### src/rtl/borrow_skip_subtractor_seq.sv
// borrow_skip_subtractor_seq: multi-cycle nibble-serial subtractor; each step also
// resolves the following group when its nibbles are equal, since only the borrow passes through it.
module borrow_skip_subtractor_seq #(
  parameter int BIT_WIDTH = 32
) (
  input  logic                 clk_i,
  input  logic                 rst_ni,
  input  logic                 valid_i,
  output logic                 ready_o,
  input  logic [BIT_WIDTH-1:0] operand1_i,
  input  logic [BIT_WIDTH-1:0] operand2_i,
  input  logic                 borrow_i,
  output logic                 valid_o,
  input  logic                 ready_i,
  output logic [BIT_WIDTH-1:0] diff_o,
  output logic                 borrow_o,
  output logic                 overflow_o,
  output logic                 zero_o
);
  localparam int G = BIT_WIDTH / 4;
  localparam int IW = $clog2(G) + 1;
  localparam logic [IW-1:0] GC = IW'(G);
  if (BIT_WIDTH % 4 != 0 || BIT_WIDTH < 8) begin : g_bad_width
    $error("BIT_WIDTH must be a multiple of 4 and at least 8");
  end
  typedef enum logic [1:0] {IDLE, CALC, DONE} state_t;
  state_t state, state_nx;
  logic [BIT_WIDTH-1:0] a, b, acc, acc_nx, nib;
  logic [IW-1:0] idx, idx_nx;
  logic [7:0] a_w, b_w;
  logic [4:0] sub;
  logic brw, bo, skip, last;
  // Window of the current group and the one above it, so the skip test needs no extra mux.
  always_comb begin
    a_w = 8'(a >> {idx, 2'b00});
    b_w = 8'(b >> {idx, 2'b00});
    sub = {1'b0, a_w[3:0]} - {1'b0, b_w[3:0]} - {4'b0, brw};
    bo = sub[4];
    skip = (idx != GC - 1'b1) && (a_w[7:4] == b_w[7:4]);
    nib = BIT_WIDTH'({skip ? {4{bo}} : 4'b0, sub[3:0]});
    acc_nx = acc | (nib << {idx, 2'b00});
    idx_nx = idx + (skip ? IW'(2) : IW'(1));
    last = idx_nx >= GC;
  end
  always_comb begin
    ready_o = state == IDLE;
    valid_o = state == DONE;
    state_nx = state == IDLE ? (valid_i ? CALC : IDLE) :
               state == CALC ? (last ? DONE : CALC) :
               (ready_i ? IDLE : DONE);
  end
  always_ff @(posedge clk_i or negedge rst_ni) begin
    if (!rst_ni) state <= IDLE;
    else state <= state_nx;
  end
  always_ff @(posedge clk_i or negedge rst_ni) begin
    if (!rst_ni) begin
      a <= '0;
      b <= '0;
      acc <= '0;
      idx <= '0;
      brw <= 1'b0;
      diff_o <= '0;
      borrow_o <= 1'b0;
      overflow_o <= 1'b0;
      zero_o <= 1'b0;
    end else if (state == IDLE && valid_i) begin
      a <= operand1_i;
      b <= operand2_i;
      brw <= borrow_i;
      acc <= '0;
      idx <= '0;
    end else if (state == CALC) begin
      acc <= acc_nx;
      idx <= idx_nx;
      brw <= bo;
      if (last) begin
        diff_o <= acc_nx;
        borrow_o <= bo;
        overflow_o <= (a[BIT_WIDTH-1] != b[BIT_WIDTH-1]) && (acc_nx[BIT_WIDTH-1] != a[BIT_WIDTH-1]);
        zero_o <= acc_nx == '0;
      end
    end
  end
endmodule

### config.mk
export PLATFORM = sky130hd
export DESIGN_NAME = borrow_skip_subtractor_seq
export DESIGN_NICKNAME = d
export VERILOG_FILES = /design/src/rtl/borrow_skip_subtractor_seq.sv
export SDC_FILE = /design/constraint.sdc
export NUM_CORES = 1
export LEC_CHECK = 0
export ABC_AREA = 0
export CORE_UTILIZATION = 52
export CTS_BUF_LIST = sky130_fd_sc_hd__clkbuf_8
export DETAILED_ROUTE_END_ITERATION = 7
export GPL_TIMING_DRIVEN = 1
export PLACE_DENSITY_LB_ADDON = 0.2
export SLEW_MARGIN = 20
export SYNTH_ARGS = -nofsm -noshare
export SYNTH_HDL_FRONTEND = slang
export SYNTH_SLANG_ARGS = --single-unit
### constraint.sdc
create_clock -name clk_i -period 10.11 [get_ports clk_i]
set_clock_uncertainty 0.1 [all_clocks]
set_input_delay 2.5275 -clock clk_i [delete_from_list [all_inputs] [get_ports clk_i]]
set_output_delay 2.5275 -clock clk_i [all_outputs]
set_load 0.005 [all_outputs]
=== After elaboration in Yosys (flattened, before gate mapping) ===
Index checks and enable logic that the tools add are counted.

* Add/sub/neg operators: 3
* Order comparisons: 1
* Equality and inequality tests: 6
* Shifts and indexed selects: 3
* Muxes and demuxes: 13
* Bitwise gates (word level): 2
* Reductions and logical operators: 7

{| class="wikitable"
|+ Operators by type and width
! kind !! count
|-
| two-way mux 32 bit || 2
|-
| >> shifter 32 x 6 -> 8 bit || 2
|-
| logical NOT 32 bit || 1
|-
| bitwise OR 32 bit || 1
|-
| left shift 8 x 6 -> 32 bit || 1
|-
| two-way mux 4 bit || 3
|-
| two-way mux 2 bit || 5
|-
| subtractor 4 x 4 -> 5 bit || 1
|-
| subtractor 5 x 1 -> 5 bit || 1
|-
| adder 4 x 2 -> 4 bit || 1
|-
| equality test 4 bit || 1
|-
| greater-or-equal comparator 4 bit (second input constant) || 1
|-
| != test 4 x 3 -> 1 bit (second input constant) || 1
|-
| logical AND 1 bit || 3
|-
| two-way mux 1 bit || 3
|-
| AND reduction 3 bit || 1
|-
| equality test 2 x 1 -> 1 bit (second input constant) || 1
|-
| equality test 2 bit (second input constant) || 1
|-
| logical NOT 2 bit || 1
|-
| != test 1 bit || 2
|-
| nonzero test 2 bit || 1
|-
| inverter 1 bit || 1
|}

* Bits in registers: 138
* Bits of input ports: 69
* Output and inout bits: 37
* Word-level logic and storage cells: 45

=== Depth between registers and ports, before layout ===
Gate-level depths: netlist of the first run.

* Word-level depth: 9
* Gate-level depth with buffers: 19
* Depth with buffers taken out: 15

=== Worst setup path before layout of the first run ===
Ideal clock, no wire load.

* Path kind: register to register
* From: reg idx[1]
* To: reg acc[8]
* Library setup time: 66 ps
* Arrival: 4145 ps
* Data required time: 9944 ps
* Path slack: 5799 ps
* Cell stages (with the launch flop): 16
* Path buffers: 3
* Clock period less this slack: 4311 ps
* Cells stage by stage: dfrtp_1 > buf_2 > buf_1 > buf_2 > mux2i_1 > mux4_2 > or2_2 > fa_1 > inv_1 > fa_1 > nand2_1 > a21oi_1 > xor2_1 > a31o_2 > nor4b_4 > a22o_1

* Longest elaborated chain between the ends: 8
* Elaborated cells on any way between the ends: 12
* Classes of those cells: add/sub: 2; eq/ne: 2; shift: 3; mux: 3; bitwise: 1; reduce/logical: 1

{| class="wikitable"
|+ RTL lines
! what !! RTL line !! source
|-
| start: declaration || 29 || <nowiki>logic [IW-1:0] idx, idx_nx;</nowiki>
|-
| start signal: assignment || 75 || <nowiki>idx <= idx_nx;</nowiki>
|-
| >> shifter 32 x 6 -> 8 bit, on equally long branches || 35, 36 ||
|-
| subtractor 4 x 4 -> 5 bit / equality test 4 bit (equally long branches) || 37, 39 ||
|-
| subtractor 5 x 1 -> 5 bit / logical AND 1 bit (equally long branches) || 37, 39 ||
|-
| two-way mux 4 bit || 40 || <nowiki>nib = BIT_WIDTH'({skip ? {4{bo}} : 4'b0, sub[3:0]});</nowiki>
|-
| left shift 8 x 6 -> 32 bit * || 41 || <nowiki>acc_nx = acc | (nib << {idx, 2'b00});</nowiki>
|-
| bitwise OR 32 bit * || 41 ||
|-
| two-way mux 32 bit * || 73 || <nowiki>end else if (state == CALC) begin</nowiki>
|-
| two-way mux 32 bit * || 67 || <nowiki>end else if (state == IDLE && valid_i) begin</nowiki>
|-
| end signal: assignment || 74 || <nowiki>acc <= acc_nx;</nowiki>
|-
| end: declaration || 28 || <nowiki>logic [BIT_WIDTH-1:0] a, b, acc, acc_nx, nib;</nowiki>
|}

Mark *: on every way between the ends. The rest lies on a longest branch, timed or not. The select of a mux whose other input is x is not followed.
A chain may end at the register's enable or synchronous reset.

=== Final worst setup path of the first run ===
* From: reg idx[1]
* To: reg overflow_o

* Longest elaborated chain between the ends: 8
* Elaborated cells on any way between the ends: 16
* Classes of those cells: add/sub: 3; order compare: 1; eq/ne: 3; shift: 3; mux: 2; bitwise: 1; reduce/logical: 3

{| class="wikitable"
|+ RTL lines
! what !! RTL line !! source
|-
| >> shifter 32 x 6 -> 8 bit, on equally long branches || 35, 36 ||
|-
| subtractor 4 x 4 -> 5 bit / equality test 4 bit (equally long branches) || 37, 39 ||
|-
| subtractor 5 x 1 -> 5 bit / logical AND 1 bit (equally long branches) || 37, 39 ||
|-
| two-way mux 4 bit || 40 ||
|-
| left shift 8 x 6 -> 32 bit || 41 ||
|-
| bitwise OR 32 bit || 41 ||
|-
| != test 1 bit || 80 || <nowiki>overflow_o <= (a[BIT_WIDTH-1] != b[BIT_WIDTH-1]) && (acc_nx[BIT_WIDTH-1] != a[BIT_WIDTH-1]);</nowiki>
|-
| logical AND 1 bit || 80 ||
|-
| end signal: assignment || 80 ||
|-
| end: declaration || 17 || <nowiki>output logic overflow_o,</nowiki>
|}

Parallel ways exist; a longest one is shown, timed or not.

==> results of run 1 <==
==> power groups by stage <==
stage | clock network, W | registers, W | logic [W]
2_1_floorplan | 0 | 0.000938 | 0.00145
3_3_place_gp | 0 | 0.000990 | 0.00197
3_5_place_dp | 0 | 0.00100 | 0.00204
4_1_cts | 0.000510 | 0.000995 | 0.00205
5_1_grt | 0.000532 | 0.00102 | 0.00228
6_report | 0.000505 | 0.000996 | 0.00206
==> path summary, 6_finish.rpt <==
kind,endpoint,slack [ns],cells after the start
max in group asynchronous,b[31]$_DFFE_PN0P_,6.73,2
min in group asynchronous,diff_o[10]$_DFFE_PN0P_,2.03,1
max reg2reg,overflow_o$_DFFE_PN0P_,5.22,16
max,overflow_o$_DFFE_PN0P_,5.22,16
min,diff_o[15]$_DFFE_PN0P_,0.38,2
min reg2reg,diff_o[15]$_DFFE_PN0P_,0.38,2
==> layout make-up <==
cell class                 count  share of cell area [%]
sequential                   138                    39.7
multi-input combinational    593                    39.2
timing repair buffer         115                    13.0
clock buffer                  20                    3.16
tap                          176                    2.53
clock inverter                12                    1.97
inverter                      10                   0.432
==> cells by family after synthesis <==
| kind of cell | Yosys count |
|---|---|
| xor+xnor | 16 |
| flops | 138 |
| simple gates | 391 |
| mux | 51 |
| buf+inv | 61 |
| compound gates | 126 |
| fa+ha+maj | 9 |
==> cell usage after synthesis, drive strengths merged (2+ instances only) <==
cell,instances,area (µm²)
a21o,9,67.6
a21oi,24,120
a221oi,4,53.8
a22o,4,35.0
a22oi,6,45.0
a31o,7,61.3
a31oi,9,56.3
a32o,5,50.1
and2,6,37.5
and3,3,18.8
buf,14,87.6
clkbuf,37,139
dfrtp,138,3450
fa,3,60.1
ha,6,75.1
inv,10,37.5
mux2i,42,420
mux4,9,203
nand2,294,1100
nand2b,4,25.0
nand3,9,45.0
nand3b,9,67.6
nand4,2,18.8
nor2,35,134
nor2b,9,56.3
nor3,3,15.0
nor4,9,71.3
o211ai,6,45.0
o21ai,44,220
o31ai,2,15.0
or2,3,18.8
xnor2,6,60.1
xor2,10,87.6
==> registers in the layout (all words and copies together), names as in the netlist <==
| register | count |
|---|---|
| diff_o | 32 |
| b | 32 |
| overflow_o | 1 |
| brw | 1 |
| zero_o | 1 |
| borrow_o | 1 |
| state | 2 |
| acc | 32 |
| a | 32 |
| idx | 4 |
==> per-stage QoR <==
stage          hold WS (ns)  utilization (%)  worst slack (ns)
6_report              0.378             65.4              5.22
4_1_cts               0.382             65.3              5.32
2_1_floorplan         0.341                -              5.80
3_3_place_gp          0.359             62.0              5.57
3_5_place_dp          0.363             62.0              5.39
5_1_grt               0.399             65.4              4.90
==> worst max-delay path, cell delays in order, from the launching register on <==
cell and delay [ns]:
dfrtp_2 0.35, buf_4 0.64, nor2b_1 0.59, a22oi_1 0.20, nand2_1 0.11, xor2_1 0.10, nor4_4 0.74, a21oi_1 0.18
inv_1 0.15, ha_1 0.24, a21o_1 0.16, nand2_1 0.07, xnor2_1 0.15, nand2_1 0.08, buf_4 0.28, or4b_1 0.55
nand3_1 0.07
==> per-layer routing <==
metal | track usage (%) | vias to the layer above | share of wire [%]
li1 | - | 2837 | -
met1 | 34.5 | 2917 | 42
met2 | 46.4 | 183 | 51
met3 | 5.22 | 46 | 4.2
met4 | 13.1 | 0 | 3.0
met5 | 0 | - | 0
==> flow_metrics.py, run 1 <==
metrics = {
    "pwr": {
        "seqPwrFrac_pct": 28.0,
        "p_int_w": 0.00189,
        "powerDensity_mw_per_mm2": 409,
        "p_sw_w": 0.00167,
        "pwr-share-comb_pct": 57.9,
        "p_sw_share_pct": 46.9,
        "power_w": 0.00356,
        "clockPowerShare_pct": 14.2,
        "ir_drop_mv": 0.245,
        "leakagePower_nw": 4.13,
    },
    "clocking": {
        "tritoncts": "done",
        "cts.sinks": 138,
        "path_clk_slew_ns": 0.08,
        "root_buffer": "clkbuf_8",
        "htree_levels": 4,
        "clk_latency_ns": 0.46,
        "postCtsSetupRepairBufs": 0,
        "hold_buffers": 0,
        "cts_made_buffers": 17,
        "cts_buffer_depth": 2,
        "cts_repair_resize_count": 0,
    },
    "critical_path": {
        "cp_max_fo": 60,
        "arrival_ns": 5.19,
        "r2r_start": "idx[1]$_DFFE_PN0P_",
        "critPathKind": "register to register",
        "crit_required_ns": 10.41,
        "end_kind": "register",
        "critPathLaunchType": "register",
        "startpoint": "idx[1]$_DFFE_PN0P_",
    },
    "placement": {
        "dp.cells": 1032,
        "place.gp.congestion": 0.945,
        "dpl_cell_area_mm2": 0.00824,
        "dp_hpwl_um": 12600,
        "portBuffers": 105,
    },
    "synth": {
        "synth_area_mm2": 0.00712,
        "muxShareOfSynthArea_pct": 8.75,
        "async_flop_share_pct": 100,
        "mappedNetlistNets": 870,
        "yosysSeqAreaShare_pct": 48.5,
        "avgSynthCellArea_um2": 8.99,
        "synth-compound-area-share_pct": 11.6,
        "yosysUniqueCellTypes": 54,
        "synth_flop_cell": "dfrtp_1",
        "synth_top_family_by_area": "simple AND/OR/NAND/NOR gates",
        "synth-edff-count": 0,
        "synth_seq_cells": 138,
        "syn_inst": 792,
        "synth_adder_area_share_pct": 1.90,
        "yosysWarnings": 0,
        "synthSimpleGateAreaFrac_pct": 23.4,
        "synth-xor-area-share_pct": 2.07,
    },
    "die": {
        "core_mm2": 0.0133,
        "fp.dieW_um": 119,
        "fp.dieArea_mm2": 0.0142,
        "die_h_um": 119,
        "initial_utilization_pct": 53.5,
        "core.rowCount": 42,
        "ioPinCount": 106,
    },
    "route": {
        "antenna_left": 0,
        "drc_errors": 0,
        "viasPerCell": 5.62,
        "num_vias": 5983,
        "wl_um": 18400,
        "first_pass_iters": 5,
        "wire_per_inst_um": 17.3,
        "drt-initial-drc-count": 441,
    },
    "timing": {
        "drv_slew": 0,
        "maxSlewHeadroom_pct": 39.2,
        "worstMarginPinSlew_ns": 0.912,
        "final.setup.tns_ns": 0,
        "fin_crit_ns": 4.89,
        "rsz0062_at_grt": "no",
        "fmax_mhz": 205,
        "setup_viol_count_final": 0,
        "post-route-period-util_pct": 48.4,
        "hold_viol_final": 0,
    },
    "global_routing": {
        "grt_usage_pct": 27.7,
        "gr-total-overflow": 0,
        "antenna_found_initial": 0,
        "grt_max_degree": 93,
        "grt_pass1_wl_um": 30200,
        "grt_pass1_vias": 5962,
    },
    "flow_run": {
        "maxCapViolations": 0,
    },
    "cells_and_area": {
        "nets": 953,
        "postLayoutCellArea_mm2": 0.00870,
        "n_antenna_cell": 0,
        "multi_input_area_mm2": 0.00341,
        "final_common_cell": "nand2_1",
        "syn_to_final_growth_pct": 22.2,
        "most-common-layout-cells": "293 x nand2_1, 136 x dfrtp_1, 104 x clkdlybuf4s50_1",
        "fin_cells": 1064,
        "nFillCells": 1068,
        "regArea_mm2": 0.00346,
        "drive_above_1_share_pct": 8.22,
    },
    "worst_hold_path": {
        "hp-start": "diff_o[15]$_DFFE_PN0P_",
        "hold_path.class": "register to register",
    },
    "run_status": {
        "status": "finished, final reports clean",
    },
}
No activity file was read; power rests on OpenSTA's default activity.
==> run 2: changes to the inputs <==
==> constraint.sdc (replaced) <==
create_clock -name clk_i -period 4.8 [get_ports clk_i]
set_clock_uncertainty 0.1 [all_clocks]
set_input_delay 1.2 -clock clk_i [delete_from_list [all_inputs] [get_ports clk_i]]
set_output_delay 1.2 -clock clk_i [all_outputs]
set_load 0.005 [all_outputs]
==> run 2 against run 1 <==
Net effect:
- flip-flop and latch count stayed put
- cell count is 0.47% higher
- sequential power is 120% higher
- register-to-register slack worse by 4.8 ns
- global-route usage down 0.088 points
- first-iteration DRC count decreased by 7.0%
- via count rose by 0.55%
- combinational power up 110%
- die area unchanged
- setup slack got worse by 4.8 ns
- critical endpoint is now acc[4]$_DFFE_PN0P_
- routed wire length fell by 1.7%
==> flow_metrics.py, run 2 (same netlist as run 1, synthesis figures left out) <==
metrics = {
    "run_status": {
        "status": "finished, final reports clean",
    },
    "placement": {
        "place.gp.congestion": 0.888,
        "portBuffers": 105,
        "dpl_cell_area_mm2": 0.00831,
        "dp_slack_ns": 0.457,
        "dp_hpwl_um": 13100,
    },
    "route": {
        "met3_length_um": 791,
        "first_pass_iters": 5,
        "wl_um": 18100,
        "antenna_left": 0,
        "wire_per_inst_um": 16.9,
        "top_layer": "met4",
        "drc_errors": 0,
        "wl_met1_um": 7560,
        "dr_wl_met2_um": 9310,
        "num_vias": 6016,
        "viasPerCell": 5.63,
        "drt-initial-drc-count": 410,
    },
    "timing": {
        "fin_crit_ns": 4.39,
        "maxSlewHeadroom_pct": 43.6,
        "drv_slew": 0,
        "rsz0062_at_grt": "no",
        "hold_viol_final": 0,
        "fin_ws_ns": 0.413,
        "final.setup.tns_ns": 0,
        "post-route-period-util_pct": 91.4,
        "fmax_mhz": 228,
        "hold_slack_ns": 0.381,
        "setup_viol_count_final": 0,
        "worstMarginPinSlew_ns": 0.843,
    },
    "cells_and_area": {
        "syn_to_final_growth_pct": 23.3,
        "multi_input_area_mm2": 0.00341,
        "final_common_cell": "nand2_1",
        "regArea_mm2": 0.00346,
        "postLayoutCellArea_mm2": 0.00878,
        "n_antenna_cell": 0,
        "nets": 958,
        "nFillCells": 1074,
        "most-common-layout-cells": "293 x nand2_1, 136 x dfrtp_1, 104 x clkdlybuf4s50_1",
        "drive_above_1_share_pct": 8.85,
    },
    "global_routing": {
        "grt_pass1_vias": 6157,
        "grt_max_degree": 83,
        "grt_pass1_wl_um": 30400,
        "gr-total-overflow": 0,
        "antenna_found_initial": 0,
        "grt_usage_pct": 27.6,
    },
    "critical_path": {
        "cp_max_fo": 20,
        "r2r-end": "acc[4]$_DFFE_PN0P_",
        "cpMostUsedCell": "ha_1",
        "critPathLaunchType": "register",
        "path_cells": "buf_4 > mux2i_1 > mux4_2 > or2_2 > ha_1 > inv_1 > ha_1 > a21oi_1 > xnor2_1 > nor2_1 > o21ai_1 > a21boi_0 > o21ai_0",
        "reg2regPathDepth": 13,
        "path_depth": 13,
        "r2r_start": "idx[1]$_DFFE_PN0P_",
        "critPathBufInv": 2,
        "crit_path_top_delay_cell": "dfrtp_2",
        "path_delay_family": "compound AO/OA/AOI/OAI gates",
        "crit_required_ns": 5.02,
        "crit_end": "acc[4]$_DFFE_PN0P_",
        "arrival_ns": 4.61,
        "r2r_slack_ns": 0.41,
        "critPathKind": "register to register",
        "end_kind": "register",
        "startpoint": "idx[1]$_DFFE_PN0P_",
        "cpPeakStageDelay_ns": 0.55,
    },
    "clocking": {
        "path_clk_slew_ns": 0.08,
        "clk_latency_ns": 0.47,
        "hold_buffers": 0,
        "cts.sinks": 138,
        "postCtsSetupRepairBufs": 0,
        "tritoncts": "done",
        "cts_repair_resize_count": 0,
        "root_buffer": "clkbuf_8",
        "htree_levels": 4,
        "cts_made_buffers": 17,
        "cts_buffer_depth": 2,
    },
    "die": {
        "core.rowCount": 42,
        "fp.dieArea_mm2": 0.0142,
        "core_mm2": 0.0133,
        "ioPinCount": 106,
        "initial_utilization_pct": 53.5,
        "die_h_um": 119,
        "fp.dieW_um": 119,
    },
    "worst_hold_path": {
        "hold_path.class": "register to register",
    },
    "pwr": {
        "power_w": 0.00759,
        "ir_drop_mv": 0.428,
        "powerDensity_mw_per_mm2": 864,
        "leakagePower_nw": 4.17,
    },
    "flow_run": {
        "maxCapViolations": 0,
    },
}
==> run 2: how the worst min path moves through the flow <==
stage                                 startpoint  depth (start not counted)                endpoint
after floorplan                 b[1]$_DFFE_PN0P_                          2        b[1]$_DFFE_PN0P_
after global placement    diff_o[14]$_DFFE_PN0P_                          2  diff_o[14]$_DFFE_PN0P_
after detailed placement       a[28]$_DFFE_PN0P_                          2       a[28]$_DFFE_PN0P_
after CTS                      a[28]$_DFFE_PN0P_                          2       a[28]$_DFFE_PN0P_
after global routing      diff_o[13]$_DFFE_PN0P_                          2  diff_o[13]$_DFFE_PN0P_
final                      diff_o[3]$_DFFE_PN0P_                          2   diff_o[3]$_DFFE_PN0P_
==> run 2: per-stage QoR <==
step / instances / utilization, %
after floorplan: 792 / -
after global placement: 1037 / 62.5
after detailed placement: 1037 / 62.5
after CTS: 1069 / 66.0
after global routing: 1069 / 66.0
final: 1069 / 66.0
==> run 2: power by group <==
part           total, W  switching [W]  internal [W]  leakage (nW)
Clock           0.00111       0.000455      0.000658         0.240
Sequential      0.00215       0.000478       0.00168          1.77
Combinational   0.00432        0.00260       0.00173          2.16
Total           0.00759        0.00353       0.00406          4.17
==> run 2: area by class of cell <==
class | instances | area share (%)
clock buffer | 20 | 3.14
timing repair buffer | 120 | 13.5
inverter | 10 | 0.428
tap | 176 | 2.51
clock inverter | 12 | 2.21
sequential | 138 | 39.4
multi-input combinational | 593 | 38.8
==> run 2: per-layer routing <==
layer  track usage (%)  vias to the layer above
met2              47.6                      175
met5                 0                        -
met1              33.9                     2963
met3              5.03                       32
met4              11.7                        0
li1                  -                     2846
==> run 2: tightest hold or removal path, delay by kind of cell (launching register included) <==
kind             cells  cell delay (ns)
AO/OA/AOI/OAI        1             0.06
AND/OR/NAND/NOR      1             0.05
flip-flops           1             0.34
==> run 3: changes to the inputs <==
--- a/config.mk
+++ b/config.mk
@@ -11,6 +11,7 @@
 export DETAILED_ROUTE_END_ITERATION = 7
 export GPL_TIMING_DRIVEN = 1
 export PLACE_DENSITY_LB_ADDON = 0.2
+export SKIP_CTS_REPAIR_TIMING = 1
 export SLEW_MARGIN = 20
 export SYNTH_ARGS = -nofsm -noshare
 export SYNTH_HDL_FRONTEND = slang
==> constraint.sdc (replaced) <==
create_clock -name clk_i -period 4.93 [get_ports clk_i]
set_clock_uncertainty 0.1 [all_clocks]
set_input_delay 1.2325 -clock clk_i [delete_from_list [all_inputs] [get_ports clk_i]]
set_output_delay 1.2325 -clock clk_i [all_outputs]
set_load 0.005 [all_outputs]
==> run 3 against run 2 <==
Net effect:
- global-route usage shrank 0.57 points
- register-to-register slack gained 0.05 ns
- sequential power hardly changed
- sequential share of layout area grew 0.48 points
- clock power decreased by 20%
- flip-flop and latch count is the same
- die area did not move
- cell area shrank 1.2%
- core utilization down 0.79 points
- via count is 2.0% lower
- critical path depth did not move
- total power decreased by 6.3%
==> flow_metrics.py, run 3 (same netlist as run 1, synthesis figures left out) <==
metrics = {
    "timing": {
        "setup_viol_count_final": 0,
        "maxSlewHeadroom_pct": 40.3,
        "fin_crit_ns": 4.47,
        "drv_slew": 0,
        "hold_viol_final": 0,
        "worstMarginPinSlew_ns": 0.896,
        "fmax_mhz": 224,
        "rsz0062_at_grt": "no",
        "post-route-period-util_pct": 90.6,
        "final.setup.tns_ns": 0,
    },
    "clocking": {
        "clk_latency_ns": 0.47,
        "tritoncts": "done",
        "cts_made_buffers": 17,
        "path_clk_slew_ns": 0.08,
        "root_buffer": "clkbuf_8",
        "htree_levels": 4,
        "cts_buffer_depth": 2,
        "cts.sinks": 138,
    },
    "route": {
        "wl_um": 17800,
        "wire_per_inst_um": 16.7,
        "num_vias": 5894,
        "drt-initial-drc-count": 300,
        "met3_length_um": 842,
        "wl_met1_um": 7410,
        "top_layer": "met4",
        "drc_errors": 0,
        "antenna_left": 0,
        "viasPerCell": 5.51,
        "dr_wl_met2_um": 9170,
        "first_pass_iters": 6,
    },
    "critical_path": {
        "end_kind": "register",
        "cpMostUsedCell": "ha_1",
        "critPathKind": "register to register",
        "cp_max_fo": 28,
        "critPathLaunchType": "register",
        "crit_path_top_delay_cell": "dfrtp_2",
        "path_delay_family": "compound AO/OA/AOI/OAI gates",
        "cpPeakStageDelay_ns": 0.80,
        "path_cells": "buf_4 > mux2i_1 > mux4_2 > or2_2 > ha_1 > inv_1 > ha_1 > a21oi_1 > xnor2_1 > nor2_1 > o21ai_1 > a21boi_0 > o21ai_0",
        "critPathBufInv": 2,
        "arrival_ns": 4.69,
        "crit_required_ns": 5.16,
    },
    "pwr": {
        "ir_drop_mv": 0.464,
        "leakagePower_nw": 4.11,
        "powerDensity_mw_per_mm2": 820,
    },
    "die": {
        "core.rowCount": 42,
        "fp.dieArea_mm2": 0.0142,
        "ioPinCount": 106,
        "fp.dieW_um": 119,
        "die_h_um": 119,
        "core_mm2": 0.0133,
        "initial_utilization_pct": 53.5,
    },
    "global_routing": {
        "grt_max_degree": 93,
        "gr-total-overflow": 0,
        "grt_pass1_vias": 6093,
        "antenna_found_initial": 0,
        "grt_usage_pct": 27.0,
        "grt_pass1_wl_um": 29700,
    },
    "placement": {
        "portBuffers": 105,
        "dp_hpwl_um": 12900,
        "place.gp.congestion": 0.883,
    },
    "cells_and_area": {
        "syn_to_final_growth_pct": 21.9,
        "n_antenna_cell": 0,
        "regArea_mm2": 0.00346,
        "multi_input_area_mm2": 0.00340,
        "nets": 958,
        "nFillCells": 1130,
        "most-common-layout-cells": "293 x nand2_1, 136 x dfrtp_1, 104 x clkdlybuf4s50_1",
        "final_util_pct": 65.2,
        "drive_above_1_share_pct": 8.85,
        "final_common_cell": "nand2_1",
    },
    "worst_hold_path": {
        "hold_path.class": "register to register",
    },
    "run_status": {
        "status": "finished, final reports clean",
    },
    "flow_run": {
        "maxCapViolations": 0,
    },
}
-- run 3: worst reg2reg max path: cells and delay by family, from the launching register on --
| kind | cells | cell delay, ns |
|---|---|---|
| AO/OA/AOI/OAI | 4 | 0.99 |
| flip-flops | 1 | 0.80 |
| adder cells (fa/ha/maj) | 2 | 0.66 |
| multiplexers | 2 | 0.58 |
| XOR/XNOR | 1 | 0.46 |
| AND/OR/NAND/NOR | 2 | 0.40 |
| buffers and inverters | 2 | 0.35 |
-- run 3: metrics by stage --
step | area, µm² | hold slack, ns | worst slack, ns | std cells | power (W)
final | 8670 | 0.374 | 0.462 | 1069 | 0.00711
after global routing | 8670 | 0.394 | 0.116 | 1069 | 0.00769
after CTS | 8670 | 0.379 | 0.515 | 1069 | 0.00714
after detailed placement | 8290 | 0.361 | 0.521 | 1037 | 0.00624
after global placement | 8290 | 0.357 | 0.700 | 1037 | 0.00611
after floorplan | 7120 | 0.341 | 0.619 | 792 | 0.00491
-- run 3: worst paths after layout --
path                       cells past startpoint  slack [ns]                endpoint                    from
max                                           13        0.46     acc[20]$_DFFE_PN0P_      idx[1]$_DFFE_PN0P_
min in group asynchronous                      1        0.74      state[1]$_DFF_PN0_                  rst_ni
min reg2reg                                    2        0.37  diff_o[15]$_DFFE_PN0P_  diff_o[15]$_DFFE_PN0P_
max reg2reg                                   13        0.46     acc[20]$_DFFE_PN0P_      idx[1]$_DFFE_PN0P_
max in group asynchronous                      2        3.13      acc[0]$_DFFE_PN0P_                  rst_ni
min                                            2        0.37  diff_o[15]$_DFFE_PN0P_  diff_o[15]$_DFFE_PN0P_
-- run 3: routing by layer --
metal	vias to the layer above	GRT usage (%)
met5	-	0
met4	0	10.0
met3	35	6.42
met2	176	46.4
met1	2841	32.9
li1	2842	-
-- run 3: layout make-up --
class,count,area share [%]
Timing Repair Buffer,120,13.5
Clock buffer,21,3.33
Tap cell,176,2.54
Sequential cell,138,39.8
Clock inverter,11,1.08
Inverter,10,0.433
Multi-Input combinational cell,593,39.2
-- run 3: report_power, final --
part           switching [W]  total [W]  internal (W)  leakage [nW]
Sequential          0.000493    0.00212       0.00163          1.77
Combinational        0.00243    0.00410       0.00168          2.15
Clock               0.000435   0.000883      0.000448         0.190
